## src/rtl/output_buff.sv

```systemverilog
// output_buff: transmit-side four-line serializer.
// Takes one reference word and three signal words through a one-deep shadow
// register and shifts them out LSB first on a 4-bit line bus, one bit per ena
// strobe. Back-to-back frames continue without a gap when the shadow is full
// at the last bit of the current frame.
//
// Ports:
//   clk      system clock, rising edge
//   rst      asynchronous reset, active-high
//   ena      bit strobe, advances the serializer by one bit
//   load     frame-write strobe, accepted only while ready=1
//   dinRef   reference-line frame word
//   dinSigA  signal A frame word
//   dinSigB  signal B frame word
//   dinSigC  signal C frame word
//   ready    shadow register empty
//   dout     line bus {sigC, sigB, sigA, ref}
//   cntout   index of the bit currently on dout
//   busy     frame in flight
//   frameEnd one-cycle pulse when the last bit of a frame is retired
module output_buff #(
  parameter int unsigned NDATA = 128,
  localparam int unsigned NDATA_LOG = $clog2(NDATA)
) (
  input  logic                 clk,
  input  logic                 rst,
  input  logic                 ena,
  input  logic                 load,
  input  logic [NDATA-1:0]     dinRef,
  input  logic [NDATA-1:0]     dinSigA,
  input  logic [NDATA-1:0]     dinSigB,
  input  logic [NDATA-1:0]     dinSigC,
  output logic                 ready,
  output logic [3:0]           dout,
  output logic [NDATA_LOG-1:0] cntout,
  output logic                 busy,
  output logic                 frameEnd
);

  localparam logic [3:0]           IDLE_LEVELS = 4'b0001;
  localparam logic [NDATA_LOG-1:0] LAST_BIT    = NDATA_LOG'(NDATA - 1);

  typedef enum logic [0:0] {IDLE, SHIFT} state_t;

  state_t                      state, state_n;
  // Line order within the packed arrays: [0]=ref, [1]=sigA, [2]=sigB, [3]=sigC.
  logic [3:0][NDATA-1:0]       shadow, shadow_n;
  // Active words hold only the bits not yet driven onto dout.
  logic [3:0][NDATA-1:0]       active, active_n;
  logic                        ready_n;
  logic [3:0]                  dout_n;
  logic [NDATA_LOG-1:0]        cnt_n;
  logic                        busy_n;
  logic                        frame_end_n;
  logic                        take;

  // State register; ready doubles as the inverted shadow-full flag.
  always_ff @(posedge clk or posedge rst) begin
    if (rst) begin
      state    <= IDLE;
      shadow   <= '0;
      active   <= '0;
      ready    <= 1'b1;
      dout     <= IDLE_LEVELS;
      cntout   <= '0;
      busy     <= 1'b0;
      frameEnd <= 1'b0;
    end else begin
      state    <= state_n;
      shadow   <= shadow_n;
      active   <= active_n;
      ready    <= ready_n;
      dout     <= dout_n;
      cntout   <= cnt_n;
      busy     <= busy_n;
      frameEnd <= frame_end_n;
    end
  end

  // Next-state and output logic.
  always_comb begin
    state_n     = state;
    shadow_n    = shadow;
    active_n    = active;
    ready_n     = ready;
    dout_n      = dout;
    cnt_n       = cntout;
    busy_n      = busy;
    frame_end_n = 1'b0;
    take        = 1'b0;

    // Load needs an empty shadow, a transfer needs a full one: never both.
    if (load && ready) begin
      shadow_n = {dinSigC, dinSigB, dinSigA, dinRef};
      ready_n  = 1'b0;
    end

    unique case (state)
      IDLE: begin
        dout_n = IDLE_LEVELS;
        busy_n = 1'b0;
        cnt_n  = '0;
        take   = !ready;
      end
      SHIFT: begin
        if (ena) begin
          if (cntout == LAST_BIT) begin
            frame_end_n = 1'b1;
            if (!ready) begin
              take = 1'b1;
            end else begin
              state_n = IDLE;
              dout_n  = IDLE_LEVELS;
              cnt_n   = '0;
              busy_n  = 1'b0;
            end
          end else begin
            cnt_n    = cntout + NDATA_LOG'(1);
            dout_n   = {active[3][0], active[2][0], active[1][0], active[0][0]};
            active_n = {active[3] >> 1, active[2] >> 1, active[1] >> 1, active[0] >> 1};
          end
        end
      end
      default: state_n = IDLE;
    endcase

    // Shadow-to-active transfer: bit 0 goes straight to the lines.
    if (take) begin
      active_n = {shadow[3] >> 1, shadow[2] >> 1, shadow[1] >> 1, shadow[0] >> 1};
      dout_n   = {shadow[3][0], shadow[2][0], shadow[1][0], shadow[0][0]};
      ready_n  = 1'b1;
      cnt_n    = '0;
      busy_n   = 1'b1;
      state_n  = SHIFT;
    end
  end

endmodule

```

## config.mk

```make
export PLATFORM = sky130hd
export DESIGN_NAME = output_buff
export DESIGN_NICKNAME = d
export VERILOG_FILES = /design/src/rtl/output_buff.sv
export SDC_FILE = /design/constraint.sdc
export NUM_CORES = 2
export LEC_CHECK = 0
export ABC_AREA = 1
export CAP_MARGIN = 20
export CORE_ASPECT_RATIO = 2
export CORE_MARGIN = 1.5
export CORE_UTILIZATION = 33
export CTS_BUF_LIST = sky130_fd_sc_hd__clkbuf_2
export DETAILED_ROUTE_END_ITERATION = 16
export GPL_TIMING_DRIVEN = 0
export PLACE_DENSITY_LB_ADDON = 0.12
export SLEW_MARGIN = 40
export SYNTH_ARGS = -nofsm -noshare
export SYNTH_HDL_FRONTEND = slang
export SYNTH_SLANG_ARGS = --single-unit
```

## constraint.sdc

```tcl
create_clock -name clk -period 80.9 [get_ports clk]
set_input_delay 20.225 -clock clk [delete_from_list [all_inputs] [get_ports clk]]
set_output_delay 20.225 -clock clk [all_outputs]
set_load 0.01 [all_outputs]
```

==> metrics.md <==
| Metric | Value |
|---|---|
| Asr flop ratio synth | 100.0% |
| Max_cap viols | 0 |
| Leading area contributor after synthesis | dfrtp_1 |
| Die extent in x | about 270 um |
| Root Buffer | clkbuf_2 |
| Setup violations, final | 0 |
| Routed WL | 150500 um |
| CTS Buf Count | 266 |
| Synth-to-layout area growth | 22.03% |
| Comb power frac | between 20 and 25% |
| Nets | around 7400 |
| Crit path arrival time | around 2.6 ns |
| RSZ-0062 raised after global routing | false |
| Pin count of the biggest net entering global routing | between 70 and 80 |
| Avg Inst Size Synth | roughly 7.8 um2 |
| Number of primary I/O pins | 530 |
| Status | finished clean |
| TNS Setup | 0 ns |
| Vias per Instance | between 4 and 5 |
| Most frequent cells after synthesis | nand2_1, dfrtp_1, inv_1, nor2_1, nand3_1 |
| Sequential element share of the synthesized area | 54.13% |
| Residual DRC | 0 |
| CTS Buffer Depth | 4 |
| Post-CTS Repair Setup Buffers | 0 |
| HPWL Detailed | approximately 110000 um |
| Htree depth | 5 |
| Clock power share | approximately 25% |
| Delay-heaviest family, CP | flip-flops |
| Worst hold margin | about 0.48 ns |
| Post-CTS Resized | 0 |
| Critical-path top delay cell | dfstp_2 |
| Sw Ratio | about a third |
| ANT nets after route | 0 |
| Top post-synthesis cells by area | dfrtp_1, nand2_1, inv_1 |
| Int Pwr | approximately 1000 uW |
| CP Buf/Inv Count | 1 |
| Startpoint Class | flip-flop |
| Max Clk Rate | 43.87 MHz |
| Clock Skew | roughly 0.14 ns |
| Crit Path Class | reg -> out |
| Initial core utilization | between 30% and 40% |
| 1st-iter DRT viols | around 2200 |
| Slew HR | around half |
| Hold Violations, Final | 0 |
| Synth unique cells | 29 |
| Worst-Margin Slew | 0.7447 ns |
| Static Leak | roughly 0.032 uW |
| Switching component of the power | roughly 530 uW |
| Die area | between 100000 and 150000 um2 |
| Avg WL per Cell | between 15 and 20 um |
| Tmin final | ~23 ns |
| First-pass GRT wire length | 235800 um |
| Mapped Nets | about 6600 |
| Max VDD drop | 0.00001180 V |
| Total gr overflow | 0 |
| Req. time, crit path | 60.67 ns |
| Clock transition at path regs | between 0.1 and 0.15 ns |
| Worst skew pair latency | 1.43 ns |
| Sequential Power Share | between 50% and 60% |
| Clk sinks | ~1000 |
| CTS Hold Buffers Added | 0 |
| Rows | around 200 |
| Crit end category | output port |
| PwrDens | roughly 26 nW/um2 |
| Slew Limit Fails | 0 |
| CP Max Fanout | 2 |
| Overall Global Routing Usage | 20.35% |
| Post-Syn Instances | approximately 6100 |
| EDFF count, synth | 0 |
| Initial antenna violation count | 29 |
| Vias after detailed routing | approximately 42000 |
| Synth Flop Type | dfrtp_1 |
| Warnings, synthesis | 0 |
| GPL Wtd Cong | roughly 0.8 |
| Register bit total from synthesis | ~1000 |
| Fraction of layout cells with a size suffix above 1 | between 8 and 9% |
| Core area | 143900 um2 |
| Syn Std Cell Area | between 40000 and 50000 um2 |
| Cells along the critical path | clkdlybuf4s50_1 |
| Post-synth top area share | 54.02% |
| Port buffer count | roughly 530 |
| Via count of the first global-routing pass | about 43000 |
| Die H | 541.5 um |
| CTS tree | built |
| CP peak stage delay | between 0.5 and 0.6 ns |
| Fillers | around 15000 |
| Drt first pass iters | 8 |
| Min-Delay Path Class | reg -> reg |
| Final worst-path cycle share | 28.18% |
| Most numerous cell in the Yosys netlist | nand2_1 |
==> layout make-up <==
type | count | area, um2 | share of cell area [%]
Antenna cell | 9 | 22.52 | 0.03857
Buffer | 449 | 1938 | 3.319
Clock buffer | 384 | 1922 | 3.291
Clock inverter | 60 | 479.2 | 0.8206
Inverter | 1024 | 3852 | 6.597
Multi-Input combinational cell | 3602 | 16190 | 27.72
Sequential cell | 1035 | 25900 | 44.35
Tap cell | 1890 | 2365 | 4.049
Timing Repair Buffer | 545 | 5728 | 9.808
==> cell usage in the layout, fill, tap and decap left out, types with 2 or more instances in the layout <==
| cell | count |
|---|---|
| nand2_1 | 1534 |
| bufinv_16 | 9 |
| xor2_1 | 2 |
| clkbuf_1 | 228 |
| nor2_1 | 513 |
| mux2_2 | 6 |
| o21ai_0 | 5 |
| clkinv_2 | 4 |
| clkinv_1 | 36 |
| a21oi_1 | 510 |
| clkdlybuf4s50_1 | 529 |
| nand2_2 | 2 |
| clkinv_4 | 2 |
| nand4_1 | 505 |
| clkbuf_2 | 399 |
| o22ai_1 | 2 |
| nand3_1 | 512 |
| inv_1 | 1017 |
| inv_2 | 14 |
| buf_2 | 160 |
| dfstp_2 | 2 |
| nor3_1 | 3 |
| buf_4 | 9 |
| diode_2 | 9 |
| buf_1 | 37 |
| dfrtp_1 | 1033 |
| buf_16 | 15 |
==> final timing paths <==
check | startpoint | end | slack (ns) | cells after the start
hold / removal | shadow[128] | dout[1] | 0.48 | 2
min in group asynchronous | rst | active[160] | 19.17 | 2
hold reg to reg | shadow[128] | dout[1] | 0.48 | 2
setup / recovery | dout[0] | dout[0] | 58.11 | 1
setup reg to reg | cntout[0] | active[91] | 77.89 | 11
max in group asynchronous | rst | shadow[417] | 59.51 | 7
==> cell families after synthesis <==
| logic type | share of synthesized area [%] |
|---|---|
| AOI/OAI and AO/OA | 5.462 |
| xor gates and xnor gates | 0.03661 |
| adders and majority gates | 0.02614 |
| buffers and inverters | 12.05 |
| DFF | 54.13 |
| muxes | 0.1412 |
| and+or+nand+nor | 28.16 |
==> flip-flops by register name (all words and copies together) (netlist names) <==
name      cells
frameEnd      1
dout          4
busy          1
shadow      512
ready         1
active      508
state         1
cntout        7
==> per-layer routing <==
layer,share of wire (%),track usage (%),vias to the layer above,routed length (um)
met4,3.0,7.121,28,4586
met5,0.11,0,-,167
met2,49,35.06,1042,73550
li1,-,-,20940,-
met3,5.6,4.303,308,8369
met1,42,24.97,19820,63880
==> through the flow <==
| step | util (%) | std cells | area [um2] | setup WS, ns | power [uW] |
|---|---|---|---|---|---|
| after CTS | 40.55 | 8989 | 58380 | 57.95 | 1561 |
| after detailed placement | 38.89 | 8545 | 55970 | 58.10 | 1170 |
| final | 40.57 | 8998 | 58400 | 58.11 | 1534 |
| after global placement | 38.57 | 8529 | 55510 | 17.25 | 1163 |
| after global routing | 40.56 | 8995 | 58390 | 57.93 | 1664 |
| after floorplan | - | 6110 | 47850 | 31.55 | 1048 |
==> power by group through the flow <==
stage	Sequential [uW]	Clock (uW)	Combinational, uW
finish	775	380	378
global placement	793	0	370
CTS	776	400	385
floorplan	777	0	271
detailed placement	786	0	383
global route	797	424	443
No activity file was read; power rests on OpenSTA's default activity.
